### src/rtl/control_sequencer_pkg.sv
// Shared definitions for the hardwired control sequencer: opcodes, step states,
// instruction classes and the per-step strobe bundle.
package control_sequencer_pkg;

  localparam int OPW = 5;

  localparam logic [OPW-1:0] OP_LD   = 5'b00000;
  localparam logic [OPW-1:0] OP_LDI  = 5'b00001;
  localparam logic [OPW-1:0] OP_ST   = 5'b00010;
  localparam logic [OPW-1:0] OP_ADD  = 5'b00011;
  localparam logic [OPW-1:0] OP_OR   = 5'b01011;
  localparam logic [OPW-1:0] OP_ADDI = 5'b01100;
  localparam logic [OPW-1:0] OP_ORI  = 5'b01110;
  localparam logic [OPW-1:0] OP_DIV  = 5'b01111;
  localparam logic [OPW-1:0] OP_MUL  = 5'b10000;
  localparam logic [OPW-1:0] OP_NEG  = 5'b10001;
  localparam logic [OPW-1:0] OP_NOT  = 5'b10010;
  localparam logic [OPW-1:0] OP_BR   = 5'b10011;
  localparam logic [OPW-1:0] OP_JR   = 5'b10100;
  localparam logic [OPW-1:0] OP_IN   = 5'b10110;
  localparam logic [OPW-1:0] OP_OUT  = 5'b10111;
  localparam logic [OPW-1:0] OP_MFHI = 5'b11000;
  localparam logic [OPW-1:0] OP_MFLO = 5'b11001;
  localparam logic [OPW-1:0] OP_NOP  = 5'b11010;
  localparam logic [OPW-1:0] OP_HALT = 5'b11011;

  typedef enum logic [3:0] {
    S_RST, T0, T1, T2, T3, T4, T5, T6, T7, S_HALT
  } state_t;

  typedef enum logic [3:0] {
    C_LD, C_LDI, C_ST, C_ALU3, C_ALUI, C_MULDIV, C_UNARY, C_BR,
    C_JR, C_IN, C_OUT, C_MFHI, C_MFLO, C_NOP, C_HALT
  } op_class_t;

  typedef struct packed {
    logic pc_out, zhigh_out, zlow_out, mdr_out, hi_out, lo_out, ba_out, inport_out, c_out;
    logic mar_in, z_in, pc_in, mdr_in, ir_in, y_in, hi_in, lo_in, outport_in, con_in;
    logic gra, grb, grc, r_in, r_out, inc_pc, read, write;
  } strobes_t;

  // Final control step of each instruction class; fetch always runs T0..T2.
  function automatic state_t last_step(input op_class_t c);
    case (c)
      C_LD, C_ST:                 return T7;
      C_LDI, C_ALU3, C_ALUI:      return T5;
      C_MULDIV, C_BR:             return T6;
      C_UNARY:                    return T4;
      default:                    return T3;
    endcase
  endfunction

endpackage

### src/rtl/control_sequencer_op_class_decode.sv
// Combinational opcode classifier; undefined opcodes fall into the nop class.
module control_sequencer_op_class_decode
  import control_sequencer_pkg::*;
(
  input  logic [OPW-1:0] opcode,
  output op_class_t      op_class
);

  always_comb begin
    op_class = C_NOP;
    case (opcode) inside
      OP_LD:             op_class = C_LD;
      OP_LDI:            op_class = C_LDI;
      OP_ST:             op_class = C_ST;
      [OP_ADD:OP_OR]:    op_class = C_ALU3;
      [OP_ADDI:OP_ORI]:  op_class = C_ALUI;
      OP_DIV, OP_MUL:    op_class = C_MULDIV;
      OP_NEG, OP_NOT:    op_class = C_UNARY;
      OP_BR:             op_class = C_BR;
      OP_JR:             op_class = C_JR;
      OP_IN:             op_class = C_IN;
      OP_OUT:            op_class = C_OUT;
      OP_MFHI:           op_class = C_MFHI;
      OP_MFLO:           op_class = C_MFLO;
      OP_NOP:            op_class = C_NOP;
      OP_HALT:           op_class = C_HALT;
      default:           op_class = C_NOP;
    endcase
  end

endmodule

### src/rtl/control_sequencer.sv
// Hardwired Moore control unit: steps T0..T7 per instruction and decodes every
// datapath strobe from the registered step and the IR opcode.
module control_sequencer
  import control_sequencer_pkg::*;
(
  input  logic           Clock,
  input  logic           Reset,
  input  logic [31:0]    IR,
  input  logic           CON_FF,
  input  logic           Stop,
  output logic           Run,
  output logic           PCout, Zhighout, Zlowout, MDRout, HIout, LOout, BAout, InPortout, Cout,
  output logic           MARin, Zin, PCin, MDRin, IRin, Yin, HIin, LOin, OutPortin, CONin,
  output logic           Gra, Grb, Grc, Rin, Rout, IncPC, Read, Write,
  output logic [OPW-1:0] AluOp
);

  state_t    state, state_nxt;
  logic      stop_seen;
  op_class_t op_class;
  strobes_t  s;
  logic      unused_ir_bits;

  // Only the opcode field steers the sequencer; operand fields belong to the datapath.
  assign unused_ir_bits = ^IR[26:0];

  control_sequencer_op_class_decode u_decode (
    .opcode   (IR[31:27]),
    .op_class (op_class)
  );

  // NOTE: non-blocking assignments for every registered signal so all state updates together.
  always_ff @(posedge Clock) begin
    if (Reset) begin
      state     <= S_RST;
      stop_seen <= 1'b0;
    end else begin
      state     <= state_nxt;
      stop_seen <= (state == T0) ? Stop : (stop_seen | Stop);
    end
  end

  // NOTE: every output gets a default first so no path through the case infers a latch.
  always_comb begin
    state_nxt = state;
    Run       = 1'b0;
    AluOp     = OP_ADD;
    s         = '0;

    case (state)
      S_RST:  begin AluOp = '0; state_nxt = T0; end
      S_HALT: ;
      default: begin
        Run = 1'b1;
        if (state == last_step(op_class))
          state_nxt = (op_class == C_HALT || stop_seen || Stop) ? S_HALT : T0;
        else
          state_nxt = state_t'(state + 4'd1);
      end
    endcase

    case (state)
      T0: begin s.pc_out = 1'b1; s.mar_in = 1'b1; s.inc_pc = 1'b1; end
      T1: begin s.read = 1'b1; s.mdr_in = 1'b1; end
      T2: begin s.mdr_out = 1'b1; s.ir_in = 1'b1; end
      T3, T4, T5, T6, T7: begin
        case (op_class)
          C_LD, C_LDI, C_ST:
            case (state)
              T3: begin s.grb = 1'b1; s.ba_out = 1'b1; s.y_in = 1'b1; end
              T4: begin s.c_out = 1'b1; s.z_in = 1'b1; end
              T5: begin
                s.zlow_out = 1'b1;
                if (op_class == C_LDI) begin s.gra = 1'b1; s.r_in = 1'b1; end
                else s.mar_in = 1'b1;
              end
              T6: begin
                s.mdr_in = 1'b1;
                if (op_class == C_ST) begin s.gra = 1'b1; s.r_out = 1'b1; end
                else s.read = 1'b1;
              end
              T7: begin
                if (op_class == C_ST) s.write = 1'b1;
                else begin s.mdr_out = 1'b1; s.gra = 1'b1; s.r_in = 1'b1; end
              end
              default: ;
            endcase
          C_ALU3, C_ALUI:
            case (state)
              T3: begin s.grb = 1'b1; s.r_out = 1'b1; s.y_in = 1'b1; end
              T4: begin
                s.z_in = 1'b1;
                AluOp  = IR[31:27];
                if (op_class == C_ALU3) begin s.grc = 1'b1; s.r_out = 1'b1; end
                else s.c_out = 1'b1;
              end
              T5: begin s.zlow_out = 1'b1; s.gra = 1'b1; s.r_in = 1'b1; end
              default: ;
            endcase
          C_MULDIV:
            case (state)
              T3: begin s.gra = 1'b1; s.r_out = 1'b1; s.y_in = 1'b1; end
              T4: begin s.grb = 1'b1; s.r_out = 1'b1; s.z_in = 1'b1; AluOp = IR[31:27]; end
              T5: begin s.zlow_out = 1'b1; s.lo_in = 1'b1; end
              T6: begin s.zhigh_out = 1'b1; s.hi_in = 1'b1; end
              default: ;
            endcase
          C_UNARY:
            case (state)
              T3: begin s.grb = 1'b1; s.r_out = 1'b1; s.z_in = 1'b1; AluOp = IR[31:27]; end
              T4: begin s.zlow_out = 1'b1; s.gra = 1'b1; s.r_in = 1'b1; end
              default: ;
            endcase
          C_BR:
            case (state)
              T3: begin s.gra = 1'b1; s.r_out = 1'b1; s.con_in = 1'b1; end
              T4: begin s.pc_out = 1'b1; s.y_in = 1'b1; end
              T5: begin s.c_out = 1'b1; s.z_in = 1'b1; end
              T6: if (CON_FF) begin s.zlow_out = 1'b1; s.pc_in = 1'b1; end
              default: ;
            endcase
          C_JR:   if (state == T3) begin s.gra = 1'b1; s.r_out = 1'b1; s.pc_in = 1'b1; end
          C_IN:   if (state == T3) begin s.inport_out = 1'b1; s.gra = 1'b1; s.r_in = 1'b1; end
          C_OUT:  if (state == T3) begin s.gra = 1'b1; s.r_out = 1'b1; s.outport_in = 1'b1; end
          C_MFHI: if (state == T3) begin s.hi_out = 1'b1; s.gra = 1'b1; s.r_in = 1'b1; end
          C_MFLO: if (state == T3) begin s.lo_out = 1'b1; s.gra = 1'b1; s.r_in = 1'b1; end
          default: ;
        endcase
      end
      default: ;
    endcase
  end

  assign PCout     = s.pc_out;
  assign Zhighout  = s.zhigh_out;
  assign Zlowout   = s.zlow_out;
  assign MDRout    = s.mdr_out;
  assign HIout     = s.hi_out;
  assign LOout     = s.lo_out;
  assign BAout     = s.ba_out;
  assign InPortout = s.inport_out;
  assign Cout      = s.c_out;
  assign MARin     = s.mar_in;
  assign Zin       = s.z_in;
  assign PCin      = s.pc_in;
  assign MDRin     = s.mdr_in;
  assign IRin      = s.ir_in;
  assign Yin       = s.y_in;
  assign HIin      = s.hi_in;
  assign LOin      = s.lo_in;
  assign OutPortin = s.outport_in;
  assign CONin     = s.con_in;
  assign Gra       = s.gra;
  assign Grb       = s.grb;
  assign Grc       = s.grc;
  assign Rin       = s.r_in;
  assign Rout      = s.r_out;
  assign IncPC     = s.inc_pc;
  assign Read      = s.read;
  assign Write     = s.write;

endmodule

### config.mk
export PLATFORM = sky130hd
export DESIGN_NAME = control_sequencer
export DESIGN_NICKNAME = d
export VERILOG_FILES = /design/src/rtl/control_sequencer_pkg.sv /design/src/rtl/control_sequencer_op_class_decode.sv /design/src/rtl/control_sequencer.sv
export SDC_FILE = /design/constraint.sdc
export NUM_CORES = 1
export LEC_CHECK = 0
export ABC_AREA = 1
export CAP_MARGIN = 15
export CORE_MARGIN = 5
export CORE_UTILIZATION = 40
export DETAILED_ROUTE_END_ITERATION = 10
export HOLD_SLACK_MARGIN = 0.12
export PLACE_DENSITY = 0.87
export SKIP_CTS_REPAIR_TIMING = 1
export SYNTH_ARGS = -nofsm -noshare
export SYNTH_HDL_FRONTEND = slang
export SYNTH_HIERARCHICAL = 1
export SYNTH_SLANG_ARGS = --single-unit
### constraint.sdc
create_clock -name Clock -period 5 [get_ports Clock]
set_input_delay 0.5 -clock Clock [delete_from_list [all_inputs] [get_ports Clock]]
set_output_delay 0.5 -clock Clock [all_outputs]
set_load 0.02 [all_outputs]
# After elaboration in Yosys (flattened, before gate mapping)
# Memory sizes are Yosys's and may differ from the RTL's.
# Cells that the tools add are included.
[classes]
reduce_logical = 20
n_addsub = 1
eq_ne = 37
n_mux = 86
bitwise_logic = 1
order_cmp = 4
[op_table]
columns = ["operator", "count"]
rows = [
  ["two-way mux 4 bit", 18],
  ["equality test 5 bit (second input constant)", 11],
  ["two-way mux 1 bit", 37],
  ["equality test 4 x 3 -> 1 bit (second input constant)", 8],
  ["equality test 4 bit (second input constant)", 8],
  ["two-way mux 5 bit", 4],
  ["case mux 1 bit (2 select lines)", 10],
  ["OR reduction 6 bit", 3],
  ["equality test 4 x 2 -> 1 bit (second input constant)", 4],
  ["two-way mux 2 bit", 7],
  ["case mux 1 bit (3 select lines)", 4],
  ["less-or-equal comparator 5 x 4 -> 1 bit (second input constant)", 2],
  ["two-way mux 10 bit", 1],
  ["case mux 5 bit (2 select lines)", 1],
  ["OR reduction 2 bit", 5],
  ["OR reduction 3 bit", 3],
  ["equality test 4 x 1 -> 1 bit (second input constant)", 2],
  ["logical NOT 4 bit", 2],
  ["case mux 1 bit (4 select lines)", 2],
  ["case mux 4 bit (2 select lines)", 1],
  ["equality test 5 x 1 -> 1 bit (second input constant)", 1],
  ["equality test 5 x 2 -> 1 bit (second input constant)", 1],
  ["equality test 5 x 4 -> 1 bit (second input constant)", 1],
  ["greater-or-equal comparator 5 x 2 -> 1 bit (second input constant)", 1],
  ["other kinds (10)", 12],
]
[totals]
memories = 1
output_inout_bits = 33
rom_bits = 32
register_bits = 5
[mem_list]
columns = ["memory", "words", "word_bits", "rd", "rd_clocked_by_memory_dff", "wr", "line_no", "source"]
rows = [
  ["(no name shown)", 8, 4, 1, 0, 0, "control_sequencer_pkg.sv:44", "case (c)"],
]

# Logic depth before layout (Yosys ltp)
# Gate-level depths: netlist of run 1.
[depth]
word_depth = 22
mapped_depth = 17

# Modules after synthesis
# The synthesis of run 1 kept the hierarchy.
[by_module_without_submodules]
columns = ["module", "seq_area_each_um2", "area_each_um2", "cells_per_inst", "n_inst"]
rows = [
  ["control_sequencer", 100.1, 917.1, 174, 1],
  ["control_sequencer_op_class_decode", 0.0, 207.7, 43, 1],
]

# Least setup slack after synthesis of run 1
# OpenSTA, ideal clock, no wires.
[synth_path]
path_kind = "input port to output port"
from = "input port IR[31]"
to = "output port Zhighout"
path_stages = 13
t_arrival_ps = 2067
required_ps = 4500
slack_ps = 2433
cell_sequence = "buf_6 -> nand2_1 -> nor2_1 -> nand2_2 -> nand2_2 -> nor2_2 -> nand3_1 -> nor2_2 -> inv_2 -> nor2_1 -> nand2_1 -> nor2_1 -> buf_4"
[synth_between]
elab_chain_cells = 19
elab_cells_between_ends = 41
classes_between = "4 x order compare; 15 x eq/ne; 17 x mux; 5 x reduce/logical"
[synth_rtl]
columns = ["element", "line_no", "source"]
rows = [
  ["start, declared", "control_sequencer.sv:8", "input logic [31:0] IR,"],
  ["equality test 5 bit (no line)", "-", ""],
  ["two-way mux 2 bit", "control_sequencer_op_class_decode.sv:11", "case (opcode) inside"],
  ["two-way mux 4 bit (13 in a row)", "control_sequencer_op_class_decode.sv:11", ""],
  ["two-way mux 4 bit (*)", "control_sequencer_op_class_decode.sv:11", ""],
  ["named net op_class[0]", "control_sequencer.sv:20", "op_class_t op_class;"],
  ["equality test 4 x 3 -> 1 bit (*)", "control_sequencer.sv:67", "case (op_class)"],
  ["two-way mux 1 bit (*)", "control_sequencer.sv:67", ""],
  ["two-way mux 2 bit (*)", "control_sequencer.sv:62", "case (state)"],
  ["end, declared", "control_sequencer.sv:12", "output logic PCout, Zhighout, Zlowout, MDRout, HIout, LOout, BAout, InPortout, Cout,"],
]
# The timed path passes the listed nets; every way through them passes the cells marked *.

# Worst setup path after layout of run 1
[layout_path]
from = "input port IR[31]"
to = "output port Gra"
[layout_between]
elab_cells_between_ends = 60
classes_between = "4 x order compare; 26 x eq/ne; 21 x mux; 9 x reduce/logical"
[layout_lines]
columns = ["element", "line_no", "source"]
rows = [
  ["equality test 5 bit (no line)", "-", ""],
  ["two-way mux 4 bit (12 in a row)", "control_sequencer_op_class_decode.sv:11", ""],
  ["two-way mux 4 bit (*)", "control_sequencer_op_class_decode.sv:11", ""],
  ["named net op_class[2]", "control_sequencer.sv:20", ""],
  ["equality test 4 x 2 -> 1 bit / equality test 4 x 1 -> 1 bit (equally long branches)", "-", ""],
  ["two-way mux 1 bit (on tied branches)", "control_sequencer.sv:83, control_sequencer.sv:74, control_sequencer.sv:79", ""],
  ["case mux 1 bit (3 select lines)", "control_sequencer.sv:69", "case (state)"],
  ["case mux 1 bit (5 select lines) (*)", "control_sequencer.sv:67", ""],
  ["two-way mux 10 bit (*)", "control_sequencer.sv:62", ""],
  ["end, declared", "control_sequencer.sv:14", "output logic Gra, Grb, Grc, Rin, Rout, IncPC, Read, Write,"],
]
# Marked as above.

==> impl_summary.txt, run 1 <==
----------------------------------------------------
[Floorplanning]
  Die X-Extent ... 63.0 microns
  Die area ... 3970 sq um
  Starting utilization of the core area ... 41.1%
  Placeable core region ... 2730 sq um
  Die H ... 63.0 microns
  Site row count ... 19
  # IOs ... 69

[Global route]
  Antenna violations before repair ... 0
  Overall overflow remaining after global route ... 0
  Number of global-route vias before repair ... 1375
  Overall routing resource usage ... 16.8%
  Maximum number of pins on one net before global-route repair ... 17
  Global-route wire length before repair ... 5800 microns

[Timing]
  Timing-limited maximum frequency ... 0.249 GHz
  RSZ-0062 raised after global routing ... no
  Final Slew Violations ... 0
  Clock tree skew after final layout ... 0.000482 ns
  Hold Vio Cnt, Final ... 0
  Setup violation total in the final timing report ... 0
  Actual transition at the worst max-transition pin ... 0.518 ns
  Final worst-path cycle share ... 80.2%
  Setup TNS ... 0 ns
  Worst slack on hold paths ... 0.491 ns
  Max_slew headroom ... 65.4%
  Final min period ... 4.01 ns

[Yosys]
  Mean Syn Cell Area ... 5.18 sq um
  Gate Count Post-Synth ... 217
  Cell variety after synth ... 28
  Post-synthesis sequential area ratio ... 8.90%
  Nets in the synthesized netlist ... 258
  Number of synthesized register bits ... 5
  Post-synthesis instance area ... 1120 sq um
  Number of synthesis warnings ... 6

[Place]
  Estimated wirelength of the detail-placed design ... 2830 microns
  Port Buf Inserts ... 41
  Placed Cells incl. Taps ... 285
  Routability Congestion ... 0.985

[Layout]
  Signed area change from the synthesized netlist to the final layout ... 39.7%
  Most frequent cells in the layout ... sky130_fd_sc_hd__nand2_1, sky130_fd_sc_hd__clkdlybuf4s50_1, sky130_fd_sc_hd__nor2_1
  Area of the multi-input gates ... 857 sq um
  Most common cell after layout, fill and taps aside ... sky130_fd_sc_hd__nand2_1
  Post-route core utilization ... 57.5%
  Share of cells above drive strength 1 ... 6.98%
  Final net count ... 300
  Sequential Area ... 100 sq um
  Post-route non-filler standard cell count ... 289
  Final antenna diode count ... 0
  Total of fill cells in the finished design ... 261

[Routing]
  Total via count after detailed routing ... 1533
  Length of routed met2 wiring ... 1560 microns
  Wire length the detailed router placed on met1 ... 1470 microns
  Number of iterations in the first detailed-routing pass ... 4
  DRC violations left ... 0
  Detail-routed net length per standard cell ... 11.8 microns
  Count of antenna-violating nets left after detailed routing ... 0
  Detailed Route WL ... 3420 microns
  Uppermost layer routed ... met4
  Routed length on met3 ... 332 microns
  Violation count after the first detailed-routing iteration ... 98
  Mean number of vias per cell ... 5.30

[Critical path]
  Data required, critical path ... 4.50 ns
  Crit path max fanout ... 10
  Class of the most critical setup path ... primary input to primary output
  Arr. time, crit path ... 3.51 ns
  Crit start category ... primary input
  Endpoint type of the worst setup path ... primary output

[Clocking]
  CTS sink cnt ... 5
  CTS tree ... yes
  H-tree depth ... 1
  Clock transition at the registers of the reported paths ... 0.04 ns
  Total clock buffers created by CTS ... 3
  Clock Tree Buf Depth ... 2
  Clock Latency Late Sink ... 0.24 ns
  Cell at the root of the clock tree ... sky130_fd_sc_hd__clkbuf_4

[Outcome]
  Outcome ... complete, no violations

[Power]
  Standby leakage power ... 0.712 nW
  Maximum vdd ir drop ... 0.000181 V
  Total power divided by cell area ... 157 nW/um^2
  Post-layout total power ... 0.000247 W

[Job]
  Number of maximum-capacitance constraint violations ... 0

[Hold path]
  Worst hold path type ... register to register

----------------------------------------------------
## logic make-up (layout without fill, tap and decap cells)
family | Yosys count | in the layout | share of synthesized area [%]
compound gates | 36 | 36 | 19.4
simple gates | 128 | 128 | 49.7
flops | 5 | 5 | 8.90
fa+ha+maj | 5 | 5 | 5.56
buf+inv | 41 | 82 | 14.9
xor+xnor | 2 | 2 | 1.56
## final timing paths
path	startpoint	endpoint	slack, ns	depth (start not counted)
max	IR[31]	Gra	0.99	15
min reg2reg	stop_seen	stop_seen	0.49	2
max reg2reg	state[1]	state[0]	3.42	9
min	stop_seen	stop_seen	0.49	2
## per-layer routing
| metal | up-vias | global-route usage, % |
|---|---|---|
| li1 | 787 | - |
| met1 | 666 | 20.6 |
| met2 | 70 | 28.5 |
| met3 | 10 | 4.68 |
| met4 | 0 | 3.98 |
| met5 | - | 0 |
## Yosys cell counts (all sizes together)
library cell  count  area (sq um)
nand3            17          85.1
inv              37           139
nand2            51           199
nor3              8          45.0
o21a              2          15.0
dfxtp             5           100
nand4             4          25.0
o22ai             2          12.5
xnor2             1          8.76
xor2              1          8.76
buf               4          28.8
nor2             45           184
o21ai            11          55.1
o211ai            7          52.6
o221ai            1          8.76
nand3b            2          15.0
o31ai             2          15.0
nor4              1          6.26
ha                5          62.6
a21oi            11          58.8
## per-stage QoR
step           area, sq um  setup slack, ns
4_1_cts               1570             1.04
6_report              1570            0.991
5_1_grt               1570            0.744
2_1_floorplan         1120             2.43
3_5_place_dp          1550             1.03
3_3_place_gp          1550             1.12
## worst max-delay path, stage by stage
cell	delay, ns
sky130_fd_sc_hd__clkdlybuf4s50_1	0.59
sky130_fd_sc_hd__nand2_1	0.17
sky130_fd_sc_hd__nor2_1	0.06
sky130_fd_sc_hd__nand2_2	0.08
sky130_fd_sc_hd__nand2_1	0.09
sky130_fd_sc_hd__nor3_2	0.39
sky130_fd_sc_hd__inv_1	0.13
sky130_fd_sc_hd__nor2_2	0.22
sky130_fd_sc_hd__nand2_1	0.19
sky130_fd_sc_hd__nor2_1	0.15
sky130_fd_sc_hd__inv_1	0.06
sky130_fd_sc_hd__o21ai_1	0.11
sky130_fd_sc_hd__a21oi_1	0.08
sky130_fd_sc_hd__nand2_1	0.08
sky130_fd_sc_hd__clkdlybuf4s50_1	0.59
## flip-flops by register name, summed over array words and instances, names as in the netlist
signal     count
state          4
stop_seen      1
## power breakdown
part	internal, W	switching, W	total, W
logic	0.0000581	0.0000953	0.000153
registers	0.0000432	0.00000395	0.0000472
clock network	0.0000302	0.0000164	0.0000466
total	0.000131	0.000116	0.000247
## area by class of cell
class / instances / area share (%)
multi-input combinational: 171 / 54.5
timing repair buffer: 41 / 26.1
inverter: 37 / 8.84
sequential: 5 / 6.37
tap: 31 / 2.47
clock buffer: 4 / 1.67
Note: power is estimated with default switching activity, not from simulation.
==> run 2, diff against run 1 <==
- CORE_UTILIZATION: 40 -> 34
- PLACE_DENSITY: 0.87 -> 0.79
- clock period: 5 -> 3.5 ns (I/O delays scaled with it)
==> impl_summary.txt, run 2 (same netlist as run 1, synthesis figures left out) <==
----------------------------------------------------
[Global route]
  Overall routing resource usage ... 17.7%
  Global-route wire length before repair ... 6250 microns
  Antenna violations before repair ... 0
  Maximum number of pins on one net before global-route repair ... 17
  Number of global-route vias before repair ... 1404
  Overall overflow remaining after global route ... 0

[Layout]
  Most flops, register ... state
  Registers with the most flip-flops ... state: 4 flops, stop_seen: 1 flops
  Share of cells above drive strength 1 ... 12.2%
  Final net count ... 313
  Most frequent cells in the layout ... sky130_fd_sc_hd__nand2_1, sky130_fd_sc_hd__nor2_1, sky130_fd_sc_hd__inv_1
  Signed area change from the synthesized netlist to the final layout ... 53.4%
  Final antenna diode count ... 0
  Flip-flop count of the largest register, all copies and words added ... 4
  Most common cell after layout, fill and taps aside ... sky130_fd_sc_hd__nand2_1

[Critical path]
  Internal reg-to-reg setup slack ... 1.91 ns
  Number of gates on the worst path with buffers counted ... 12
  Crit path max fanout ... 6
  Arr. time, crit path ... 2.92 ns
  Critical path capture point ... MDRout
  Crit start category ... primary input
  Endpoint type of the worst setup path ... primary output
  Cell repeated most along the worst path ... sky130_fd_sc_hd__nand2_1
  WP buf/inv ... 3
  Family of cells with the greatest summed delay on the critical path ... buffers and inverters
  Reg-to-reg endpoint ... state[0]
  Critical path origin ... IR[28]
  Class of the most critical setup path ... primary input to primary output
  Sequence of cells on the critical path ... clkdlybuf4s50_1 > nor2_1 > nand3_1 > nand2_1 > nor2_1 > nand4_1 > nand2_2 > nand2_1 > inv_1 > nand2_1 > o22ai_1 > clkdlybuf4s50_1
  Data required, critical path ... 3.15 ns
  Worst R2R Start ... state[0]
  Cell count of the worst reg-to-reg path ... 9
  Largest stage delay on the critical path ... 0.65 ns
  Slowest CP cell ... sky130_fd_sc_hd__clkdlybuf4s50_1

[Power]
  Power Internal ... 0.000200 W
  Proportion of power drawn by the clock network ... 18.8%
  Switching Share ... 46.7%
  Switching power of the nets ... 0.000175 W
  Post-layout total power ... 0.000375 W
  Combinational share of power ... 63.3%
  Total power divided by cell area ... 217 nW/um^2
  Power share of the sequential group ... 17.9%
  Maximum vdd ir drop ... 0.000141 V
  Standby leakage power ... 0.919 nW

[Clocking]
  CTS sink cnt ... 5
  Cell at the root of the clock tree ... sky130_fd_sc_hd__clkbuf_4
  H-tree depth ... 1
  Clock Latency Late Sink ... 0.25 ns
  CTS tree ... yes
  Total clock buffers created by CTS ... 3
  Clock transition at the registers of the reported paths ... 0.04 ns
  Clock Tree Buf Depth ... 2

[Place]
  Routability Congestion ... 0.976
  Port Buf Inserts ... 41
  Estimated wirelength of the detail-placed design ... 3210 microns

[Floorplanning]
  Starting utilization of the core area ... 36.3%
  # IOs ... 69
  Die X-Extent ... 67.5 microns
  Die H ... 67.5 microns
  Die area ... 4560 sq um
  Site row count ... 20
  Placeable core region ... 3100 sq um

[Timing]
  Final Slew Violations ... 0
  Max_slew headroom ... 65.5%
  Timing-limited maximum frequency ... 0.306 GHz
  Setup TNS ... 0 ns
  Final min period ... 3.27 ns
  Hold Vio Cnt, Final ... 0
  Final worst-path cycle share ... 93.3%
  RSZ-0062 raised after global routing ... no
  Clock tree skew after final layout ... 0.00294 ns
  Setup violation total in the final timing report ... 0
  Actual transition at the worst max-transition pin ... 0.516 ns

[Routing]
  Detailed Route WL ... 3830 microns
  Count of antenna-violating nets left after detailed routing ... 0
  Detail-routed net length per standard cell ... 12.2 microns
  Mean number of vias per cell ... 4.90
  Total via count after detailed routing ... 1542
  Number of iterations in the first detailed-routing pass ... 4
  DRC violations left ... 0
  Violation count after the first detailed-routing iteration ... 201

[Hold path]
  Worst hold path type ... register to register

[Outcome]
  Outcome ... complete, no violations

[Job]
  Number of maximum-capacitance constraint violations ... 0

----------------------------------------------------
==> run 2: cell types whose count changed in the layout (fill, tap and decap cells not counted), sizes merged <==
| cell | delta |
|---|---|
| buf | +13 |
| clkdlybuf4s50 | -10 |
| dlymetal6s2s | +10 |
==> run 2: worst min-delay path by stage <==
stage	depth (start not counted)	from	endpoint	slack, ns
2_1_floorplan	1	Reset	state[1]	0.42
3_3_place_gp	2	stop_seen	stop_seen	0.47
3_5_place_dp	2	stop_seen	stop_seen	0.48
4_1_cts	2	stop_seen	stop_seen	0.50
5_1_grt	2	stop_seen	stop_seen	0.53
6_report	2	stop_seen	stop_seen	0.49
==> run 2: cell type report <==
cell class                      count  area, sq um
Clock buffer                        4         26.3
Timing Repair Buffer               54          533
Fill cell                         326         1380
Sequential cell                     5          100
Tap cell                           44         55.1
Multi-Input combinational cell    171          872
Inverter                           37          139
==> run 2: through the flow <==
step / setup WS [ns] / util (%) / instance area [sq um] / hold slack [ns] / cells
final: 0.233 / 55.6 / 1730 / 0.491 / 315
after floorplan: 1.23 / - / 1120 / 0.419 / 217
after global routing: 0.0134 / 55.6 / 1730 / 0.530 / 315
after CTS: 0.0673 / 54.3 / 1690 / 0.496 / 315
after detailed placement: 0.0644 / 53.5 / 1660 / 0.485 / 311
after global placement: 0.119 / 53.5 / 1660 / 0.472 / 311
==> run 2: metal layers <==
layer / routed length [microns] / GRT usage (%) / up-vias
met4: 34 / 6.33 / 0
met1: 1710 / 22.6 / 673
met3: 208 / 1.50 / 3
li1: - / - / 813
met5: 0 / 0 / -
met2: 1880 / 30.7 / 53
==> run 2: power groups by stage <==
stage                      clock, W  sequential, W  combinational [W]
after floorplan                   0      0.0000668           0.000141
after global placement            0      0.0000683           0.000233
after detailed placement          0      0.0000685           0.000236
after CTS                 0.0000741      0.0000674           0.000237
after global routing      0.0000760      0.0000680           0.000262
final                     0.0000704      0.0000673           0.000237
==> run 2: worst register-to-register path, stage by stage (launching register included) <==
cell and delay, ns:
sky130_fd_sc_hd__dfxtp_1 0.40, sky130_fd_sc_hd__inv_1 0.15, sky130_fd_sc_hd__ha_1 0.25, sky130_fd_sc_hd__inv_1 0.06
sky130_fd_sc_hd__nor2_1 0.04, sky130_fd_sc_hd__inv_1 0.16, sky130_fd_sc_hd__nand2_1 0.07, sky130_fd_sc_hd__inv_1 0.09
sky130_fd_sc_hd__nand2_1 0.07, sky130_fd_sc_hd__o21a_1 0.18
